[config.mk]
export PLATFORM = sky130hd
export DESIGN_NAME = if_fetch_flat
export DESIGN_NICKNAME = d
export VERILOG_FILES = /design/src/rtl/if_fetch_pkg.sv /design/src/rtl/if_fetch_if.sv /design/src/rtl/if_fetch_buf.sv /design/src/rtl/if_fetch.sv /design/src/flat_wrapper.sv
export SDC_FILE = /design/constraint.sdc
export NUM_CORES = 1
export LEC_CHECK = 0
export BUFFER_PORTS_ARGS = -buffer_cell sky130_fd_sc_hd__buf_2
export CAP_MARGIN = 20
export CORE_ASPECT_RATIO = 1.4
export CORE_UTILIZATION = 25
export CTS_CLUSTER_DIAMETER = 200
export DETAILED_ROUTE_END_ITERATION = 6
export SYNTH_ARGS = -nofsm -noshare
export SYNTH_HDL_FRONTEND = slang
export SYNTH_SLANG_ARGS = --single-unit
[constraint.sdc]
create_clock -name clk -period 5.8 [get_ports clk]
set_clock_uncertainty 0.05 [all_clocks]
set_input_delay 0.29 -clock clk [delete_from_list [all_inputs] [get_ports clk]]
set_output_delay 0.29 -clock clk [all_outputs]
set_load 0.05 [all_outputs]
[src/rtl/if_fetch_pkg.sv]
// Shared CPU definitions for the instruction-fetch slice: FSM encodings,
// default reset PC, ROM/instruction widths and the fetch-buffer entry type.
package if_fetch_pkg;

  localparam int unsigned PC_W   = 32;
  localparam int unsigned INST_W = 32;
  localparam int unsigned ROM_AW = 6;

  localparam logic [PC_W-1:0] RESET_PC_DEF = 32'h0000_0000;

  // Fetch FSM encodings; 2'd3 is unused and never reached.
  localparam logic [1:0] ST_IDLE = 2'd0;
  localparam logic [1:0] ST_RUN  = 2'd1;
  localparam logic [1:0] ST_ERR  = 2'd2;

  // One buffered fetch: the PC it was fetched from and the ROM word.
  typedef struct packed {
    logic [PC_W-1:0]   pc;
    logic [INST_W-1:0] inst;
  } fetch_entry_t;

endpackage

[src/rtl/if_fetch_if.sv]
// Fetch-unit bus: the instruction-ROM port and the decode handshake.
//
// Decode handshake: id_valid_o/id_pc_o/id_inst_o are driven by the fetch unit;
// an instruction transfers on a rising edge where id_valid_o && id_ready_i.
// While id_valid_o is high and id_ready_i is low, id_pc_o/id_inst_o hold.
// id_valid_o never depends on id_ready_i; id_ready_i may depend on id_valid_o.
interface if_fetch_if;
  import if_fetch_pkg::*;

  logic              rom_ce_o;
  logic [ROM_AW-1:0] rom_addr_o;
  logic [INST_W-1:0] rom_inst_i;

  logic              id_valid_o;
  logic              id_ready_i;
  logic [PC_W-1:0]   id_pc_o;
  logic [INST_W-1:0] id_inst_o;

  // Fetch-unit side.
  modport master (
    output rom_ce_o, rom_addr_o, id_valid_o, id_pc_o, id_inst_o,
    input  rom_inst_i, id_ready_i
  );

  // ROM/decode side.
  modport slave (
    input  rom_ce_o, rom_addr_o, id_valid_o, id_pc_o, id_inst_o,
    output rom_inst_i, id_ready_i
  );

endinterface

[src/rtl/if_fetch_buf.sv]
// Two-entry {pc, inst} FIFO between the ROM and decode. Flush wins over any
// same-cycle push or pop. Data storage is intentionally not reset.
module fetch_buf
  import if_fetch_pkg::*;
#(
  parameter int DEPTH = 2
) (
  input  logic         clk,
  input  logic         rst_n,
  input  logic         i_push,
  input  fetch_entry_t i_entry,
  input  logic         i_pop,
  input  logic         i_flush,
  output fetch_entry_t o_head,
  output logic [1:0]   o_count,
  output logic         o_full,
  output logic         o_empty
);

  localparam logic [1:0] LP_FULL = 2'(DEPTH);

  fetch_entry_t r_mem [2];
  logic         r_wr_ptr;
  logic         r_rd_ptr;
  logic [1:0]   r_count;

  logic w_push;
  logic w_pop;

  assign w_push = i_push && !o_full  && !i_flush;
  assign w_pop  = i_pop  && !o_empty && !i_flush;

  // Pointer and occupancy bookkeeping; flush empties the buffer in one edge.
  always_ff @(posedge clk or negedge rst_n) begin
    if (!rst_n) begin
      r_wr_ptr <= 1'b0;
      r_rd_ptr <= 1'b0;
      r_count  <= 2'd0;
    end else if (i_flush) begin
      r_wr_ptr <= 1'b0;
      r_rd_ptr <= 1'b0;
      r_count  <= 2'd0;
    end else begin
      if (w_push) r_wr_ptr <= ~r_wr_ptr;
      if (w_pop)  r_rd_ptr <= ~r_rd_ptr;
      case ({w_push, w_pop})
        2'b10:   r_count <= r_count + 2'd1;
        2'b01:   r_count <= r_count - 2'd1;
        default: r_count <= r_count;
      endcase
    end
  end

  // Entry storage, written only on an accepted push.
  always_ff @(posedge clk) begin
    if (w_push) r_mem[r_wr_ptr] <= i_entry;
  end

  assign o_head  = r_mem[r_rd_ptr];
  assign o_count = r_count;
  assign o_full  = (r_count == LP_FULL);
  assign o_empty = (r_count == 2'd0);

endmodule

[src/rtl/if_fetch.sv]
// Instruction fetch stage: PC register, IDLE/RUN/ERR control FSM and the
// redirect/stall handling, feeding a two-entry buffer towards decode.
module if_fetch
  import if_fetch_pkg::*;
#(
  parameter logic [PC_W-1:0] RESET_PC  = RESET_PC_DEF,
  parameter int              BUF_DEPTH = 2
) (
  input  logic            clk,
  input  logic            rst_n,
  input  logic            stall_i,
  input  logic            branch_flag_i,
  input  logic [PC_W-1:0] branch_target_i,
  output logic            fetch_err_o,
  output logic [1:0]      dbg_state_o,
  output logic [1:0]      dbg_count_o,
  if_fetch_if.master      bus
);

  logic [1:0]      r_state;
  logic [PC_W-1:0] r_pc;

  logic         w_run;
  logic         w_branch;
  logic         w_redirect;
  logic         w_misalign;
  logic         w_fetch;
  logic         w_valid;
  logic         w_pop;
  logic         w_full;
  logic         w_empty;
  logic [1:0]   w_count;
  fetch_entry_t w_entry;
  fetch_entry_t w_head;

  // Branch requests only matter in RUN; a misaligned target is fatal.
  assign w_run      = (r_state == ST_RUN);
  assign w_branch   = w_run && branch_flag_i;
  assign w_redirect = w_branch && (branch_target_i[1:0] == 2'b00);
  assign w_misalign = w_branch && (branch_target_i[1:0] != 2'b00);

  // Any branch request (taken or not) blocks the fetch, and so does stall.
  assign w_fetch = w_run && !w_full && !stall_i && !branch_flag_i;
  assign w_valid = !w_empty && (r_state != ST_ERR);
  assign w_pop   = w_valid && bus.id_ready_i;
  assign w_entry = {r_pc, bus.rom_inst_i};

  fetch_buf #(
    .DEPTH (BUF_DEPTH)
  ) u_buf (
    .clk     (clk),
    .rst_n   (rst_n),
    .i_push  (w_fetch),
    .i_entry (w_entry),
    .i_pop   (w_pop),
    .i_flush (w_branch),
    .o_head  (w_head),
    .o_count (w_count),
    .o_full  (w_full),
    .o_empty (w_empty)
  );

  // Control FSM: one settling cycle in IDLE, then RUN until a bad redirect.
  always_ff @(posedge clk or negedge rst_n) begin
    if (!rst_n) begin
      r_state <= ST_IDLE;
    end else begin
      case (r_state)
        ST_IDLE: r_state <= ST_RUN;
        ST_RUN:  r_state <= w_misalign ? ST_ERR : ST_RUN;
        ST_ERR:  r_state <= ST_ERR;
        default: r_state <= ST_IDLE;
      endcase
    end
  end

  // PC: redirect load has priority over sequential advance; wraps mod 2^32.
  always_ff @(posedge clk or negedge rst_n) begin
    if (!rst_n) begin
      r_pc <= RESET_PC;
    end else if (w_redirect) begin
      r_pc <= branch_target_i;
    end else if (w_fetch) begin
      r_pc <= r_pc + 32'd4;
    end
  end

  assign bus.rom_ce_o   = w_fetch;
  assign bus.rom_addr_o = r_pc[ROM_AW+1:2];
  assign bus.id_valid_o = w_valid;
  assign bus.id_pc_o    = w_head.pc;
  assign bus.id_inst_o  = w_head.inst;

  assign fetch_err_o = (r_state == ST_ERR);
  assign dbg_state_o = r_state;
  assign dbg_count_o = w_count;

endmodule

[src/flat_wrapper.sv]
// flat-port wrapper written by rule: the top's interface ports become plain ports
module if_fetch_flat import if_fetch_pkg::*;
#(
  parameter logic [PC_W-1:0] RESET_PC  = RESET_PC_DEF,
  parameter int              BUF_DEPTH = 2
)
  (clk, rst_n, stall_i, branch_flag_i, branch_target_i, fetch_err_o, dbg_state_o, dbg_count_o, bus_rom_ce_o, bus_rom_addr_o, bus_id_valid_o, bus_id_pc_o, bus_id_inst_o, bus_rom_inst_i, bus_id_ready_i);
  if_fetch_if bus_i ();
  input  logic clk;
  input  logic rst_n;
  input  logic stall_i;
  input  logic branch_flag_i;
  input  logic [PC_W-1:0] branch_target_i;
  output logic fetch_err_o;
  output logic [1:0] dbg_state_o;
  output logic [1:0] dbg_count_o;
  output wire logic [$bits(bus_i.rom_ce_o)-1:0] bus_rom_ce_o;
  output wire logic [$bits(bus_i.rom_addr_o)-1:0] bus_rom_addr_o;
  output wire logic [$bits(bus_i.id_valid_o)-1:0] bus_id_valid_o;
  output wire logic [$bits(bus_i.id_pc_o)-1:0] bus_id_pc_o;
  output wire logic [$bits(bus_i.id_inst_o)-1:0] bus_id_inst_o;
  input wire logic [$bits(bus_i.rom_inst_i)-1:0] bus_rom_inst_i;
  input wire logic [$bits(bus_i.id_ready_i)-1:0] bus_id_ready_i;
  assign bus_rom_ce_o = bus_i.rom_ce_o;
  assign bus_rom_addr_o = bus_i.rom_addr_o;
  assign bus_id_valid_o = bus_i.id_valid_o;
  assign bus_id_pc_o = bus_i.id_pc_o;
  assign bus_id_inst_o = bus_i.id_inst_o;
  assign bus_i.rom_inst_i = bus_rom_inst_i;
  assign bus_i.id_ready_i = bus_id_ready_i;
  if_fetch #(.RESET_PC(RESET_PC), .BUF_DEPTH(BUF_DEPTH)) u_core (.clk(clk), .rst_n(rst_n), .stall_i(stall_i), .branch_flag_i(branch_flag_i), .branch_target_i(branch_target_i), .fetch_err_o(fetch_err_o), .dbg_state_o(dbg_state_o), .dbg_count_o(dbg_count_o), .bus(bus_i));
endmodule
After elaboration in Yosys (flattened, before gate mapping) --
Memory sizes are Yosys's and may differ from the RTL's. Index checks and enable logic that the tools add are counted.
Storage, ports and cells: output and inout port bits 77, memories kept 1, input bits 69, bits in writable memories 128, register bits 38, logic and storage cells 54
Operators by class: bitwise logic cells 2, reduce and logical (&&, ||, !) cells 25, multiplexer cells 12, $add $sub $neg 3, eq/ne operators 6
Memories:
- u_core.u_buf.r_mem | words 2, bits a word 64, rd ports 1, clocked after Yosys merged registers in 0, wr ports 1, RTL line if_fetch_buf.sv:22 | fetch_entry_t r_mem [2];
Operators by type and width (count):
- $mux 32 | 2
- $add 32x3->32 const B | 1
- $logic_and 1x1->1 | 12
- $reduce_bool 2->1 | 4
- $eq 2x2->1 const B | 3
- $logic_not 2->1 | 3
- $mux 1 | 6
- $pmux 2 s3 | 1
- $logic_not 1->1 | 5
- $eq 2x1->1 const B | 2
- $mux 2 | 2
- $pmux 2 s2 | 1
- $reduce_bool 3->1 | 1
- $add 2x1->2 const B | 1
- $ne 2x2->1 const B | 1
- $not 1->1 | 2
- $sub 2x1->2 const B | 1

Logic depth before layout (Yosys ltp) --
Gate-level depths: netlist of the first run.
depth in word-level cells 10, mapped depth 6, gate-level depth less buffers 6

By module --
From an unflattened synthesis of the first run, not the netlist that was laid out.
Unflattened totals: cells, all modules 440, area, all modules 6762.7 µm²
Modules (own cells, without submodules):
- fetch_buf | area each 4819.6 µm², sequential area each 3943.8 µm², cells an instance 224, times used 1
- if_fetch | area each 1943.1 µm², sequential area each 850.8 µm², cells an instance 216, times used 1

Least setup slack after synthesis of the first run --
No wires, ideal clock.
kind reg2reg, start register u_core.r_state[1] (netlist: u_core.dbg_state_o[1]), end memory u_core.u_buf.r_mem[0][0] (netlist bit), enable pin, data arrival time 3959 ps, library setup time 487 ps, clock period less this slack 4496 ps, slack 1304 ps, required time 5263 ps, path buffers 0, stages on the path, launching flop included 4, path through dfrtp_1 -> nor4b_4 -> nand2_1 -> nor2_1
Between the ends: word-level cells in the longest chain between the ends 8, elaborated cells between the ends (all ways) 10, classes of those cells eq/ne (1); mux (2); reduce/logical (7)
RTL lines:
- start, declared | RTL line if_fetch.sv:20 | logic [1:0] r_state;
- start signal, assigned | RTL line if_fetch.sv:70 | ST_RUN: r_state <= w_misalign ? ST_ERR : ST_RUN;
- $eq 2x1->1 * | RTL line if_fetch.sv:37 | assign w_run = (r_state == ST_RUN);
- $logic_and 1x1->1 (3 in a row) | RTL line if_fetch.sv:43 | assign w_fetch = w_run && !w_full && !stall_i && !branch_flag_i;
- $logic_and 1x1->1 | RTL line if_fetch_buf.sv:30 | assign w_push = i_push && !o_full && !i_flush;
- $logic_and 1x1->1 * | RTL line if_fetch_buf.sv:30
- $mux 1 * | RTL line if_fetch_buf.sv:56 | if (w_push) r_mem[r_wr_ptr] <= i_entry;
- $mux 1 (implied by the code) * | RTL line if_fetch_buf.sv:56
- end, declared | RTL line if_fetch_buf.sv:22
Every way passes the cells marked *; elsewhere a longest branch is shown, timed or not.

Final worst setup path of the first run --
start register u_core.r_state[1] (netlist: u_core.dbg_state_o[1]), end memory u_core.u_buf.r_mem[0][18] (netlist bit), enable pin
Same word-level chain as after synthesis.

==> results.sh, run 1 <==
export IMPL_outcome="completed"
export IMPL_setup_viol=0
export IMPL_viasPerCell=4.15
export IMPL_core_area_sq_um=26700
export IMPL_num_vias=4166
export IMPL_initial_core_util_pct=25.4
export IMPL_path_clk_slew_ns=0.07
export IMPL_powerDensity_nw_per_um2=497
export IMPL_pre_cts_ws_ns=2.95
export IMPL_cts_resized=0
export IMPL_crit_required_ns=5.81
export IMPL_max_clock_freq_mhz=354
export IMPL_power_leakage_nw=3.27
export IMPL_yosysSeqAreaShare_pct=70.7
export IMPL_min_period_ns=2.82
export IMPL_final_nets=695
export IMPL_tightest_slew_ns=0.976
export IMPL_insertion_delay_ns=0.43
export IMPL_setup_slack_ns=2.98
export IMPL_synth_main_ff_cell="edfxtp_1"
export IMPL_whs_ns=0.0180
export IMPL_root_buffer="clkbuf_16"
export IMPL_die_w_um=141
export IMPL_synth_cell_area_sq_um=6780
export IMPL_syn_inst=439
export IMPL_crit_fanout=46
export IMPL_avgSynthCellArea_sq_um=15.4
export IMPL_drive_gt1_share_pct=40.8
export IMPL_period_share_pct=48.7
export IMPL_synth_cell_type_count=46
export IMPL_drtIter0Drc=217
export IMPL_wirelength_mm=15.0
export IMPL_hold_depth=1
export IMPL_final_common_cell="buf_2"
export IMPL_num_rows=71
export IMPL_areaGrowthSynthToFinish_pct=30.9
export IMPL_cts_buffer_depth=2
export IMPL_drcViolationCount=0
export IMPL_slew_headroom_pct=34.9
export IMPL_ir_drop_mv=0.325
export IMPL_dpl_hpwl_mm=9.81
export IMPL_dieArea_sq_um=27800
export IMPL_fillers=2633
export IMPL_placed_cells=931
export IMPL_grt_pass1_wl_mm=22.6
export IMPL_maxSlewViolCount=0
export IMPL_synth_edf_count=128
export IMPL_path_cells="nor4b_4 -> nand2_1 -> nor2_4 -> buf_4"
export IMPL_slowest_delay_ns=0.64
export IMPL_cts_made_buffers=17
export IMPL_grt_overflow_total=0
export IMPL_end_kind="flop"
export IMPL_htreeDepth=4
export IMPL_grt_usage_pct=11.0
export IMPL_dr_pass1_iters=4
export IMPL_reg2regPathDepth=4
export IMPL_start_kind="flop"
export IMPL_r2r_end="u_core.u_buf.r_mem[0][18]$_DFFE_PP_"
export IMPL_cts_sinks=166
export IMPL_tns_ns=0
export IMPL_critical_path_class="reg2reg"
export IMPL_synth_nets=509
export IMPL_async_reset_ff_share_pct=22.9
export IMPL_ioPinCount=146
export IMPL_antenna_found_initial=2
export IMPL_cp_slowest_cell="buf_4"
export IMPL_io_buffers=145
export IMPL_yosys_warnings=0
export IMPL_min_delay_worst_endpoint="u_core.u_buf.r_mem[1][15]$_DFFE_PP_"
export IMPL_hold_viol=0
export IMPL_hp_class="in2reg"
export IMPL_min_from="bus_rom_inst_i[15]"
export IMPL_grt_pass1_vias=4124
export IMPL_ys_ff_latch=166
export IMPL_instances_no_fill=1004
export IMPL_postRouteAntennaNets=0
export IMPL_cp_arrival_ns=2.83
export IMPL_ff2ff_setup_slack_ns=2.98
export IMPL_mostFrequentLayoutCells="145 x buf_2, 128 x edfxtp_1, 64 x mux2_2"
export IMPL_wl_per_cell_um=14.9
export IMPL_cts_tree="done"
export IMPL_drv_cap=0
export IMPL_routabilityCongestion=0.713
export IMPL_rsz0062_at_grt="false"
export IMPL_grt_max_degree=65
export IMPL_timing_rr_start="u_core.dbg_state_o[1]$_DFF_PN0_"
export IMPL_chipHeight_um=197
[power breakdown]
part	switching (W)	internal, W	leakage, nW	total (W)
clock	0.000486	0.000609	0.292	0.00110
combinational	0.00108	0.000459	1.35	0.00154
sequential	0.000212	0.00157	1.63	0.00178
total	0.00178	0.00264	3.27	0.00442
[worst max-delay path by stage]
stage	startpoint	end	slack, ns
5_1_grt	u_core.dbg_state_o[1]$_DFF_PN0_	u_core.u_buf.r_mem[0][18]$_DFFE_PP_	2.74
4_1_cts	u_core.dbg_state_o[1]$_DFF_PN0_	u_core.u_buf.r_mem[0][24]$_DFFE_PP_	2.91
3_5_place_dp	u_core.dbg_state_o[1]$_DFF_PN0_	u_core.u_buf.r_mem[0][24]$_DFFE_PP_	2.95
3_3_place_gp	u_core.dbg_state_o[1]$_DFF_PN0_	u_core.u_buf.r_mem[0][26]$_DFFE_PP_	3.00
2_1_floorplan	u_core.dbg_state_o[1]$_DFF_PN0_	u_core.u_buf.r_mem[0][0]$_DFFE_PP_	1.30
6_report	u_core.dbg_state_o[1]$_DFF_PN0_	u_core.u_buf.r_mem[0][18]$_DFFE_PP_	2.98
[per-layer routing]
layer  global-route usage, %  vias to the layer above  part of all wire [%]
met4                    4.63                        2                   1.6
met1                    12.1                     2024                    41
li1                        -                     2015                     -
met3                    3.60                       17                   4.8
met2                    19.5                      108                    52
met5                       0                        -                 0.094
[flip-flops by register name, summed over array words and instances (netlist names)]
register               cells
u_core.u_buf.o_count       2
u_core.r_pc               32
u_core.u_buf.r_wr_ptr      1
u_core.dbg_state_o         2
u_core.u_buf.r_mem       128
u_core.u_buf.r_rd_ptr      1
[kinds of logic (layout without fill, tap and decap cells)]
family | count (synthesis) | after routing | share of synthesized area [%]
adder cells (fa/ha/maj) | 1 | 1 | 0.184
buffers and inverters | 29 | 228 | 2.01
multiplexers | 67 | 67 | 11.1
AO/OA/AOI/OAI | 38 | 38 | 3.32
XOR/XNOR | 24 | 24 | 3.10
flip-flops | 166 | 166 | 70.7
other | 0 | 1 | 0
AND/OR/NAND/NOR | 114 | 114 | 9.61
[layout make-up]
class | count | area, sq um | share of cell area, %
multi-input cells | 244 | 1870 | 21.0
clock inverters | 13 | 103 | 1.16
diodes | 1 | 2.50 | 0.0282
repair buffers | 188 | 1150 | 12.9
well taps | 365 | 457 | 5.14
clock buffers | 19 | 475 | 5.35
flip-flops and latches | 166 | 4800 | 54.0
inverters | 8 | 30.0 | 0.338
[metrics by stage]
step / util (%) / cell area (sq um) / total power (W)
floorplan: - / 6780 / 0.00298
global placement: 29.5 / 7900 / 0.00333
detailed placement: 29.5 / 7900 / 0.00335
CTS: 33.2 / 8880 / 0.00448
global route: 33.2 / 8880 / 0.00462
finish: 33.2 / 8880 / 0.00442
[repair_timing]
action | 4_1_cts | 5_1_grt
hold endpoints to repair | 107 | 0
setup endpoints to repair | 0 | 0
setup buffers | 0 | 0
hold buffers | 40 | 0
[synth_stat cells, types with 3 or more instances]
library cell  instances  area (sq um)
a21oi_1               4          20.0
and3_1                6          37.5
buf_4                 7          52.6
clkbuf_1             12          45.0
dfrtp_1              38           951
edfxtp_1            128          3840
inv_1                 7          26.3
mux2_2               64           721
mux2i_1               3          30.0
nand2_1              35           131
nand3_1              13          65.1
nand4_1               4          25.0
nor2_1               20          75.1
nor3_1                5          25.0
nor4_1                7          43.8
nor4_2                5          62.6
o21ai_0              12          60.1
o21ai_1              10          50.1
xnor2_1              17           149
xor2_1                7          61.3
[critical path, delay by kind of cell, from the launching register on]
kind                   cells  cell delay (ns)
flip-flops                 1             0.45
AND/OR/NAND/NOR            3             1.26
buffers and inverters      1             0.64
No activity file was read; power rests on OpenSTA's default activity.
==> run 2: changes to the inputs <==
- clock period: 5.8 -> 3 ns (I/O delays scaled with it)
==> results.sh, run 2 (synthesis results as in run 1) <==
export IMPL_die_w_um=141
export IMPL_dieArea_sq_um=27800
export IMPL_period_share_pct=80.3
export IMPL_regMostFlops="u_core.u_buf.r_mem"
export IMPL_antenna_found_initial=0
export IMPL_drv_cap=0
export IMPL_initial_core_util_pct=25.4
export IMPL_chipHeight_um=197
export IMPL_ioPinCount=146
export IMPL_cts_tree="done"
export IMPL_mostFrequentLayoutCells="145 x buf_2, 128 x edfxtp_1, 65 x dlygate4sd3_1"
export IMPL_drcViolationCount=0
export IMPL_hold_viol=0
export IMPL_start_kind="flop"
export IMPL_top_regs="u_core.u_buf.r_mem: 128 flops, u_core.r_pc: 32 flops"
export IMPL_tns_ns=0
export IMPL_maxSlewViolCount=0
export IMPL_tightest_slew_ns=0.913
export IMPL_crit_required_ns=2.80
export IMPL_grt_pass1_vias=4498
export IMPL_setup_slack_ns=0.592
export IMPL_cts_setup_buffers=0
export IMPL_path_clk_slew_ns=0.07
export IMPL_io_buffers=145
export IMPL_ff2ff_setup_slack_ns=0.62
export IMPL_pre_cts_ws_ns=0.634
export IMPL_power_leakage_nw=3.35
export IMPL_grt_usage_pct=11.8
export IMPL_cts_made_buffers=17
export IMPL_num_rows=71
export IMPL_critical_path_class="reg2out"
export IMPL_hp_class="in2reg"
export IMPL_root_buffer="clkbuf_16"
export IMPL_crit_fanout=9
export IMPL_drive_gt1_share_pct=39.2
export IMPL_drtIter0Drc=220
export IMPL_largest_reg_flops=128
export IMPL_wirelength_mm=15.5
export IMPL_cts_sinks=166
export IMPL_outcome="completed"
export IMPL_postRouteAntennaNets=0
export IMPL_max_clock_freq_mhz=415
export IMPL_end_kind="primary output"
export IMPL_final_nets=723
export IMPL_setup_viol=0
export IMPL_num_antenna_cells=0
export IMPL_rsz0062_at_grt="false"
export IMPL_dpl_hpwl_mm=10.5
export IMPL_insertion_delay_ns=0.43
export IMPL_fillers=2643
export IMPL_final_common_cell="buf_2"
export IMPL_wl_per_cell_um=15.0
export IMPL_cts_buffer_depth=2
export IMPL_powerDensity_nw_per_um2=927
export IMPL_routabilityCongestion=0.755
export IMPL_core_area_sq_um=26700
export IMPL_htreeDepth=4
export IMPL_slew_headroom_pct=39.1
export IMPL_grt_max_degree=65
export IMPL_min_period_ns=2.41
export IMPL_grt_overflow_total=0
export IMPL_viasPerCell=4.15
export IMPL_areaGrowthSynthToFinish_pct=34.9
export IMPL_cp_arrival_ns=2.21
export IMPL_grt_pass1_wl_mm=24.3
export IMPL_num_vias=4276
export IMPL_dr_pass1_iters=4
export IMPL_ir_drop_mv=0.637
[run 2: cell types whose count changed in the layout (fill, tap and decap cells not counted), moves of 2 or more]
cell,delta
dlygate4sd3_1,+25
clkinvlp_4,+5
buf_12,+3
inv_6,-3
clkbuf_1,+2
clkbuf_16,-2
[run 2: timing repair]
item	4_1_cts	5_1_grt
endpoints found under the hold margin	134	0
gates resized for setup	0	0
hold buffers	65	0
[run 2: final timing paths]
kind / start / endpoint / cells past startpoint
min: branch_flag_i / u_core.dbg_state_o[1]$_DFF_PN0_ / 3
max: u_core.dbg_state_o[1]$_DFF_PN0_ / bus_rom_ce_o / 4
min in group asynchronous: rst_n / u_core.r_pc[26]$_DFFE_PN0P_ / 2
min reg2reg: u_core.r_pc[0]$_DFFE_PN0P_ / u_core.u_buf.r_mem[0][32]$_DFFE_PP_ / 0
max in group asynchronous: rst_n / u_core.u_buf.r_rd_ptr$_DFFE_PN0P_ / 2
max reg2reg: u_core.dbg_state_o[1]$_DFF_PN0_ / u_core.r_pc[21]$_DFFE_PN0P_ / 5
[run 2: metrics by stage]
step / hold WS [ns] / total power [W] / std cells / instance area [sq um] / utilization [%]
6_report: 0.140 / 0.00848 / 1031 / 9150 / 34.2
2_1_floorplan: -0.196 / 0.00575 / 439 / 6790 / -
3_3_place_gp: 0.282 / 0.00648 / 934 / 7960 / 29.8
3_5_place_dp: 0.286 / 0.00653 / 934 / 7960 / 29.8
5_1_grt: 0.149 / 0.00892 / 1031 / 9150 / 34.2
4_1_cts: 0.106 / 0.00862 / 1031 / 9150 / 34.2
[run 2: power by group]
group          internal, W  switching [W]  total (W)
sequential         0.00304       0.000485    0.00352
clock              0.00107       0.000919    0.00198
combinational     0.000933        0.00204    0.00297
total              0.00504        0.00344    0.00848
[run 2: worst max-delay path: stages, from the launching register on]
cell      delay [ns]
dfrtp_1         0.45
nor4b_4         0.44
nand2_1         0.31
clkinv_1        0.28
buf_2           0.31
[run 2: area by class of cell]
class	count	area [sq um]	share of cell area [%]
multi-input combinational	244	1870	20.4
clock buffer	19	433	4.73
sequential	166	4800	52.5
clock inverter	13	100	1.09
timing repair buffer	216	1460	16.0
tap	365	457	4.99
inverter	8	30.0	0.328
[run 2: layer usage]
| layer | share of wire [%] | vias up | GRT usage (%) |
|---|---|---|---|
| li1 | - | 2072 | - |
| met1 | 40 | 2097 | 13.0 |
| met2 | 55 | 93 | 21.5 |
| met3 | 3.6 | 14 | 3.09 |
| met4 | 1.4 | 0 | 4.71 |
| met5 | 0 | - | 0 |
